[config.mk]
export PLATFORM = sky130hd
export DESIGN_NAME = top_core
export DESIGN_NICKNAME = d
export VERILOG_FILES = /design/src/rtl/top_core.sv
export SDC_FILE = /design/constraint.sdc
export NUM_CORES = 1
export LEC_CHECK = 0
export BUFFER_PORTS_ARGS = -buffer_cell sky130_fd_sc_hd__buf_4
export CORE_AREA = 2 2 104 106
export CTS_BUF_LIST = sky130_fd_sc_hd__clkbuf_4 sky130_fd_sc_hd__clkbuf_8 sky130_fd_sc_hd__clkbuf_16
export CTS_CLUSTER_DIAMETER = 60
export CTS_CLUSTER_SIZE = 12
export DETAILED_ROUTE_END_ITERATION = 7
export DIE_AREA = 0 0 106 108
export PLACE_DENSITY = 0.79
export SYNTH_ARGS = -nofsm -noshare
export SYNTH_HDL_FRONTEND = slang
export SYNTH_SLANG_ARGS = --single-unit
[constraint.sdc]
create_clock -name clk -period 5.7 [get_ports clk]
set_input_delay 1.14 -clock clk [delete_from_list [all_inputs] [get_ports clk]]
set_output_delay 1.14 -clock clk [all_outputs]
set_load 0.005 [all_outputs]
[src/rtl/top_core.sv]
// Sample-accumulation engine: sums CGES consecutive samples of an internal
// Fibonacci LFSR per run. Define TOP_RUNNING_RESULT_EN to expose the partial sum every run cycle.
module top_core #(
    parameter int              BITS = 32,
    parameter int              CGES = 50,
    parameter logic [BITS-1:0] TAPS = 32'h8020_0003,
    parameter logic [BITS-1:0] SEED = 1
) (
    input  logic                            clk,
    input  logic                            reset_n,
    input  logic                            start,
    input  logic                            fin,
    output logic [$clog2(CGES)+BITS-1:0]    result
);

    localparam int CW = $clog2(CGES);
    localparam int RW = CW + BITS;
    localparam logic [CW-1:0] LAST = CW'(CGES - 1);

    typedef enum logic [1:0] {
        IDLE,
        RUN,
        DONE
    } state_t;

    state_t          state;
    state_t          state_next;
    logic [BITS-1:0] lfsr;
    logic [BITS-1:0] lfsr_next;
    logic [RW-1:0]   acc;
    logic [RW-1:0]   sum;
    logic [CW-1:0]   cnt;
    logic            load;
    logic            step;
    logic            finish;

    assign lfsr_next = {lfsr[BITS-2:0], ^(lfsr & TAPS)};
    assign sum       = acc + {{CW{1'b0}}, lfsr};

    always_ff @(posedge clk or negedge reset_n) begin
        if (!reset_n) begin
            state <= IDLE;
        end else begin
            state <= state_next;
        end
    end

    // fin wins over everything; DONE waits for start to drop so a held level cannot retrigger
    always_comb begin
        state_next = state;
        load       = 1'b0;
        step       = 1'b0;
        finish     = 1'b0;
        case (state)
            IDLE: begin
                if (start && !fin) begin
                    state_next = RUN;
                    load       = 1'b1;
                end
            end
            RUN: begin
                if (fin) begin
                    state_next = IDLE;
                end else begin
                    step = 1'b1;
                    if (cnt == LAST) begin
                        finish     = 1'b1;
                        state_next = DONE;
                    end
                end
            end
            DONE: begin
                if (fin || !start) begin
                    state_next = IDLE;
                end
            end
            default: begin
                state_next = IDLE;
            end
        endcase
    end

    always_ff @(posedge clk or negedge reset_n) begin
        if (!reset_n) begin
            lfsr <= SEED;
        end else if (load) begin
            lfsr <= SEED;
        end else if (step) begin
            lfsr <= lfsr_next;
        end
    end

    always_ff @(posedge clk or negedge reset_n) begin
        if (!reset_n) begin
            acc <= '0;
            cnt <= '0;
        end else if (fin || load) begin
            acc <= '0;
            cnt <= '0;
        end else if (step) begin
            acc <= sum;
            if (cnt != LAST) begin
                cnt <= cnt + 1'b1;
            end
        end
    end

`ifdef TOP_RUNNING_RESULT_EN
    // Every RUN cycle publishes acc+lfsr, including the cycle an abort lands on
    always_ff @(posedge clk or negedge reset_n) begin
        if (!reset_n) begin
            result <= '0;
        end else if (state == RUN) begin
            result <= sum;
        end
    end
`else
    always_ff @(posedge clk or negedge reset_n) begin
        if (!reset_n) begin
            result <= '0;
        end else if (finish) begin
            result <= sum;
        end
    end
`endif

endmodule

---- After elaboration in Yosys (flattened, before gate mapping) ----
Cells that the tools add are included.
storage, ports and cells
  register bits after elaboration ......... 116
  latch bits .............................. 0
  bits in writable memories ............... 0
  ROM bits ................................ 0
  input port bits ......................... 4
  output and inout bits ................... 38
  word-level logic and storage cells ...... 45
  memories kept ........................... 0
operators by class
  add/sub/neg operators ................... 2
  multiply operators ...................... 0
  div/mod/pow operators ................... 0
  magnitude comparators ................... 0
  equality and inequality tests ........... 7
  shifts and indexed selects .............. 0
  muxes and demuxes ....................... 19
  bitwise gates (word level) .............. 0
  reduce and logical (&&, ||, !) cells .... 12
operator list
  kind                                                 number
  2-to-1 mux 38 bit                                    2
  2-to-1 mux 32 bit                                    2
  adder 38 x 32 -> 38 bit                              1
  parity 32 bit                                        1
  2-to-1 mux 6 bit                                     3
  2-to-1 mux 2 bit                                     4
  2-to-1 mux 1 bit                                     7
  adder 6 x 1 -> 6 bit, second input constant          1
  equality test 6 bit, second input constant           1
  inequality test 6 bit, second input constant         1
  case mux 2 bit (3 select lines)                      1
  nonzero test 2 bit                                   3
  inequality test 2 bit, second input constant         2
  inequality test 3 bit, second input constant         1
  AND reduction 3 bit                                  1
  equality test 2 x 1 -> 1 bit, second input constant  1
  equality test 2 bit, second input constant           1
  zero test 1 bit                                      2
  zero test 2 bit                                      1
  logical OR 1 bit                                     2
  AND reduction 2 bit                                  1
  logical AND 1 bit                                    1

---- Longest topological paths before layout ----
Gate-level depths: netlist of the first run.
  depth in word-level cells ............... 7
  mapped depth ............................ 11
  mapped depth without buffers ............ 11

---- Worst setup path after synthesis of the first run ----
OpenSTA, ideal clock, no wires.
  path type ............................... reg2reg
  from .................................... register lfsr[0]
  to ...................................... register result[36]
  setup time .............................. 82 ps
  arrival time ............................ 2719 ps
  required time ........................... 5618 ps
  slack ................................... 2899 ps
  cell stages (with the launch flop) ...... 12
  path buffers ............................ 0
  period minus slack after synthesis ...... 2801 ps
  cell sequence ........................... dfstp_2 -> ha_1 -> inv_1 -> fa_1 -> nor2b_1 -> o31ai_1 -> a21oi_2 -> a31o_4 -> a41o_4 -> a31oi_4 -> or3_2 -> a31oi_1
between the ends
  word-level cells in the longest chain between the ends .. 1
ends and longest elaborated chain
  item                     line  text
  from (decl)              28    logic [BITS-1:0] lfsr;
  from (signal assigned)   89    lfsr <= lfsr_next;
  adder 38 x 32 -> 38 bit  38    assign sum = acc + {{CW{1'b0}}, lfsr};
  to (signal assigned)     122   result <= sum;
  to (decl)                13    output logic [$clog2(CGES)+BITS-1:0] result
No other way between the ends.
A chain may end at the register's enable or synchronous reset.

---- Worst setup path in the final report of the first run ----
Same ends and word-level chain as after synthesis.

==> results of run 1 <==
## placed cells by master, fill, tap and decap left out, types with 14 or more instances in the layout
master | synthesis | layout
buf_4 | 0 | 47
o21ai_0 | 31 | 31
nor2_1 | 33 | 31
clkbuf_16 | 0 | 16
a21oi_1 | 46 | 46
ha_1 | 34 | 34
a21o_1 | 21 | 21
dfrtp_1 | 115 | 115
inv_1 | 15 | 15
nand3_1 | 14 | 14
a22o_1 | 41 | 41
nand4_1 | 19 | 19
nand2_1 | 116 | 116
xnor2_1 | 20 | 20
## power by group through the flow
stage          Sequential (mW)  Clock [mW]  Combinational [mW]
2_1_floorplan            0.868           0              0.0847
3_3_place_gp             0.871           0               0.123
3_5_place_dp             0.872           0               0.127
4_1_cts                  0.859        1.12               0.130
5_1_grt                  0.861        1.16               0.144
6_report                 0.859        1.11               0.130
## sequential cells by signal, indices dropped and copies added, names as in the netlist
register,flops
cnt,6
lfsr,32
acc,38
state,2
result,38
## worst paths after layout
check                            from          to  slack [ps]
setup reg to reg              lfsr[0]  result[36]        2490
min in group asynchronous     reset_n     lfsr[6]         760
max in group asynchronous     reset_n   result[8]        3840
hold / removal             result[17]  result[17]         470
setup / recovery              lfsr[0]  result[36]        2490
hold reg to reg            result[17]  result[17]         470
## final cells by class
type / count / area (µm²)
multi-input combinational: 506 / 3340
sequential: 116 / 2900
fill: 723 / 2790
clock buffer: 22 / 464
timing repair buffer: 47 / 353
tap: 136 / 170
clock inverter: 10 / 154
inverter: 15 / 56.3
## per-layer routing
| layer | share of wire | GRT usage | up-vias |
|---|---|---|---|
| met3 | 0.048 | 0.0591 | 29 |
| met2 | 0.51 | 0.507 | 197 |
| met4 | 0.017 | 0.107 | 0 |
| met5 | 0 | 0 | - |
| li1 | - | - | 2509 |
| met1 | 0.43 | 0.359 | 2630 |
## worst max-delay path, cell delays in order (launching register included)
cell and delay [ps]:
dfstp_2 570, ha_1 200, inv_1 70, fa_1 410, nor2b_1 200, o31ai_1 130, a21oi_2 290, a31o_4 230
a41o_4 280, a31oi_4 150, or3_2 440, a31oi_1 160
## cell families (layout without fill, tap and decap cells)
family,Yosys count,count (layout),share of synthesized area
AOI/OAI and AO/OA,203,203,0.226
xor gates and xnor gates,33,33,0.0451
adders and majority gates,35,35,0.0695
buffers and inverters,44,94,0.0273
DFF,116,116,0.453
muxes,11,11,0.0189
and+or+nand+nor,224,224,0.160
==> metrics.md, run 1 <==
| Metric | Value |
|---|---|
| Clock Power Share | `0.529` |
| Global-route wire length before repair | `26400 µm` |
| HPWL after DPL | `approximately 10000 µm` |
| Yosys cell types | `between 60 and 70` |
| Bufs on Longest Clock Path | `2` |
| Layout area overhead | `16.1%` |
| Combinational share of power | `0.062` |
| Clk_skew | `between 8 and 9 ps` |
| Synth warn | `0` |
| Synth top area cells | `dfrtp_1 45%, nand2_1 6.8%, ha_1 6.6%` |
| Worst VDD drop | `between 0.2 and 0.25 mV` |
| Port buffer count | `41` |
| Vias post-DR | `5365` |
| EDFF count, synth | `0` |
| WHS | `473 ps` |
| RePlAce Congestion | `slightly below 1` |
| DR WL/cell | `about 18 µm` |
| Async SR Flop Fraction | `1.00` |
| Least-Margin Pin Slew | `1230 ps` |
| Mapped Nets | `about 710` |
| Sequential power share | `0.409` |
| Die ar. | `between 10000 and 15000 µm²` |
| Antenna cells | `0` |
| Most frequent cells after synthesis | `116 x nand2_1, 115 x dfrtp_1, 46 x a21oi_1` |
| Max-slew violations | `0` |
| CP required | `between 6000 and 7000 ps` |
| H-tree depth | `4` |
| Data arrival, critical path | `~3700 ps` |
| Endpoints failing hold | `0` |
| Post-route worst setup slack | `around 2500 ps` |
| Clk slew on worst S/H paths | `~60 ps` |
| Crit-path max FO | `9` |
| Largest net degree at the start of global routing | `73` |
| Relative slew slack | `0.174` |
| # DRC | `0` |
| Hold-fix buffers, CTS | `0` |
| Post-CTS setup buffers | `0` |
| CTS Root Cell | `clkbuf_8` |
| Core area | `between 10000 and 15000 µm²` |
| Sw frac | `0.224` |
| Pwr per Cell Area | `282 nW/µm²` |
| Crit share post-route | `0.563` |
| Share of layout cells above drive strength 1 | `0.154` |
| # resized after CTS | `0` |
| DRT antenna net count | `0` |
| Internal power | `~1.6 mW` |
| CTS tree | `done` |
| Overflow after GRT | `0` |
| # IOs | `42` |
| MaxCap Viol Count | `0` |
| Syn Area/Cell | `roughly 9.6 µm²` |
| Placed Cells | `slightly above 800` |
| CTS Buf Count | `17` |
| Pre-CTS worst setup slack | `about 2600 ps` |
| Most numerous cell in the Yosys netlist | `nand2_1` |
| Top cell type by total area after synthesis | `dfrtp_1` |
| Routed vias/inst | `approximately 6.3` |
| Setup TNS | `0 ps` |
| Synthesized flop and latch total | `116` |
| Utilization after layout | `0.728` |
| Mapped Cells | `666` |
| Drt first pass iters | `5` |
| Crit. End Element | `flop` |
| Min Tclk post-route | `3210 ps` |
| Placed Area | `6830 µm²` |
| Register area share after synthesis | `0.453` |
| Type of origin of the critical path | `flop` |
| Max Fclk | `311 MHz` |
| Top FF cell, synth | `dfrtp_1` |
| Status | `finished clean` |
| Post-Syn Area | `around 6400 µm²` |
| Hold Path Depth | `2` |
| Total power | `between 2 and 2.5 mW` |
| Cell area after layout | `between 7000 and 8000 µm²` |
| Drt total wl | `about 16000 µm` |
| Initial antenna violation count | `0` |
| Yosys top cell area share | `0.449` |
| Worst hold path class | `flop to flop` |
| Finish-stage setup viols | `0` |
| Number of global-route vias before repair | `roughly 5500` |
| Nets@finish | `around 740` |
| GRT Overall Usage | `0.291` |
| DRT iter0 DRCs | `515` |
| Leak | `3.68 nW` |
| Reg2Reg Depth | `11` |
| Height of the die | `roughly 110 µm` |
| Clock sinks | `around 120` |
| Switching power | `0.469 mW` |
| Worst skew pair latency | `roughly 520 ps` |
| # rows | `37` |
| Non-Filler Instances | `around 850` |
| RSZ-0062 raised after global routing | `false` |
| Setup CP Type | `flop to flop` |
| Width of the die | `between 100 and 150 µm` |
| Initial core utilization | `0.627` |
Note: power is estimated with default switching activity, not from simulation.
==> run 2, diff against run 1 <==
- ABC_AREA: not set -> 1
- CORE_AREA: 2 2 104 106 -> 2 2 110 112
- DIE_AREA: 0 0 106 108 -> 0 0 112 114
- PLACE_DENSITY: 0.79 -> 0.76
- clock period: 5.7 -> 3 ns (I/O delays scaled with it)
==> metrics.md, run 2 <==
| Metric | Value |
|---|---|
| Clk slew on worst S/H paths | `60 ps` |
| Initial core utilization | `0.595` |
| Yosys top cell area share | `0.413` |
| Clk_skew | `roughly 6.7 ps` |
| Total power | `between 3 and 4 mW` |
| Crit-path max FO | `4` |
| CTS Root Cell | `clkbuf_16` |
| WHS | `around 120 ps` |
| MaxCap Viol Count | `0` |
| Worst skew pair latency | `approximately 430 ps` |
| Die ar. | `approximately 13000 µm²` |
| M1 GR Usage | `0.366` |
| Post-Syn Area | `~7000 µm²` |
| Worst path cell trace | `ha_1, inv_1, fa_1, inv_1, nand3_1, nand3_1, nand2_1, nand2_1, nand3_1, nand2_1, nand2_1, nand2_1, nand2_1, nand3_1, nand2_1` |
| Worst VDD drop | `about 0.54 mV` |
| Post-CTS setup buffers | `0` |
| CTS Buf Count | `17` |
| Switching power | `roughly 0.93 mW` |
| CP Depth | `15` |
| Reg2Reg Depth | `15` |
| Most common cell after layout, fill and taps aside | `nand2_1` |
| Type of origin of the critical path | `flop` |
| EDFF count, synth | `0` |
| Synthesized flop and latch total | `around 120` |
| Critical path's top delay family | `simple AND/OR/NAND/NOR gates` |
| Sw frac | `0.238` |
| Mapped Cells | `984` |
| Most frequent cells after synthesis | `364 x nand2_1, 139 x inv_1, 115 x dfrtp_1` |
| CP max stage cell | `dfstp_2` |
| H-tree depth | `4` |
| Synth Area in Compound Gates | `0.0837` |
| Synth warn | `0` |
| Pwr per Cell Area | `between 400 and 500 nW/µm²` |
| Adder-cell share of the synthesized area | `0.0639` |
| Max-slew violations | `0` |
| Largest family of logic cells by synthesized area | `simple AND/OR/NAND/NOR gates` |
| CP required | `around 3300 ps` |
| Top flop regs | `acc x38, result x38, lfsr x32` |
| Synth top area cells | `dfrtp_1 41%, nand2_1 20%, inv_1 7.5%` |
| # resized after CTS | `0` |
| # IOs | `between 40 and 50` |
| Mapped Nets | `1023` |
| Number of global-route vias before repair | `~6000` |
| Async SR Flop Fraction | `1.00` |
| Share of layout cells above drive strength 1 | `0.0865` |
| Top FF cell, synth | `dfrtp_1` |
| Drt total wl | `roughly 17000 µm` |
| Commonest non-fill, non-tap cells in the layout | `364 x nand2_1, 139 x inv_1, 115 x dfrtp_1` |
| Worst hold path class | `primary input to async pin` |
| CP peak stage delay | `approximately 550 ps` |
| Routed vias/inst | `around 5.3` |
| Setup TNS | `0 ps` |
| Register area share after synthesis | `0.417` |
| Crit. End Element | `flop` |
| Endpoints failing hold | `0` |
| DR WL/cell | `about 15 µm` |
| DRT antenna net count | `0` |
| Yosys cell types | `32` |
| Layout area overhead | `14.8%` |
| DRT iter0 DRCs | `471` |
| Port buffer count | `41` |
| Clock sinks | `between 100 and 150` |
| HPWL after DPL | `about 12000 µm` |
| Met3 Usage GRT | `0.0654` |
| Multi-input gate area | `~3400 µm²` |
| Nets@finish | `roughly 1100` |
| Overflow after GRT | `0` |
| Status | `finished clean` |
| Finish-stage setup viols | `0` |
| CTS tree | `done` |
| Largest net degree at the start of global routing | `58` |
| Top cell by count, worst path | `nand2_1` |
| Relative slew slack | `0.372` |
| GRT Overall Usage | `0.292` |
| Combinational share of power | `0.087` |
| Clock Power Share | `0.491` |
| Register Area | `about 2900 µm²` |
| Most numerous cell in the Yosys netlist | `nand2_1` |
| Vias post-DR | `between 6000 and 7000` |
| Met2 GRT Util | `0.494` |
| Min Tclk post-route | `2570 ps` |
| Fraction of synthesized cell area in xor and xnor cells | `0.0251` |
| Initial antenna violation count | `0` |
| Post-synthesis mux area share | `0` |
| Drt first pass iters | `5` |
| Worst path bufs/invs | `2` |
| # rows | `40` |
| Least-Margin Pin Slew | `940 ps` |
| Worst reg-to-reg setup slack | `~430 ps` |
| Data arrival, critical path | `between 2000 and 3000 ps` |
| Busiest grt layer | `met2` |
| Height of the die | `between 100 and 150 µm` |
| Sequential power share | `0.422` |
| Max Fclk | `389 MHz` |
| Width of the die | `112 µm` |
| Antenna cells | `0` |
| # DRC | `0` |
| Global-route wire length before repair | `29200 µm` |
| Internal power | `around 3 mW` |
| Setup CP Type | `flop to flop` |
| Synth Area in Simple Gates | `0.318` |
| Hold-fix buffers, CTS | `0` |
| Top cell type by total area after synthesis | `dfrtp_1` |
| RSZ-0062 raised after global routing | `false` |
| Leak | `around 4.4 nW` |
| RePlAce Congestion | `just over 0.9` |
| Crit share post-route | `0.857` |
| Syn Area/Cell | `a little over 7 µm²` |
| Bufs on Longest Clock Path | `2` |
| Core area | `about 12000 µm²` |
| Filler cells | `~1100` |
run 2: cell types whose count changed after synthesis, sizes merged, moves of 15 or more:
cell,before,now
nor2,33,63
nand4,19,1
a22o,41,1
nand2,116,364
nand3,14,86
o22ai,0,17
a21oi,48,33
a21o,22,0
o21ai,34,53
inv,15,142
run 2: area by class of cell:
type                            instances  share of cell area
Multi-Input combinational cell        704               0.428
Sequential cell                       116               0.363
Clock buffer                           27              0.0696
Inverter                              142              0.0666
Timing Repair Buffer                   49              0.0476
Tap cell                              147              0.0230
Clock inverter                          3             0.00188
run 2: cells by family after synthesis:
| family | Yosys count |
|---|---|
| and+or+nand+nor | 540 |
| buffers and inverters | 164 |
| DFF | 116 |
| AOI/OAI and AO/OA | 109 |
| adders and majority gates | 35 |
| xor gates and xnor gates | 20 |
run 2: metrics by stage:
stage	util	area [µm²]	setup WS, ps	std cells
detailed placement	0.634	7430	491	1158
CTS	0.683	8000	473	1188
global route	0.683	8000	227	1188
finish	0.683	8000	430	1188
global placement	0.634	7430	540	1158
floorplan	-	6970	862	984
run 2: worst register-to-register path, delay by kind of cell, from the launching register on:
kind	cells	cell delay, ps
simple gates	11	1140
fa+ha+maj	2	600
flops	1	550
buf+inv	2	170
run 2: path summary, 6_finish.rpt:
check,startpoint,end
worst min-delay path,reset_n,acc[18]
worst min register to register,result[23],result[23]
min in group clk,result[23],result[23]
max in group asynchronous,reset_n,lfsr[0]
worst max register to register,lfsr[0],result[22]
worst max-delay path,lfsr[0],result[22]
run 2: routing by layer:
metal,vias up,wire (µm)
met5,-,0
met4,0,526
met3,43,752
met2,151,8280
met1,2939,7730
li1,3206,-
run 2: power groups by stage:
stage / Combinational (mW) / Sequential (mW) / Clock (mW)
4_1_cts: 0.339 / 1.65 / 1.94
3_3_place_gp: 0.330 / 1.68 / 0
5_1_grt: 0.381 / 1.66 / 2.01
2_1_floorplan: 0.209 / 1.67 / 0
6_report: 0.340 / 1.65 / 1.92
3_5_place_dp: 0.334 / 1.68 / 0
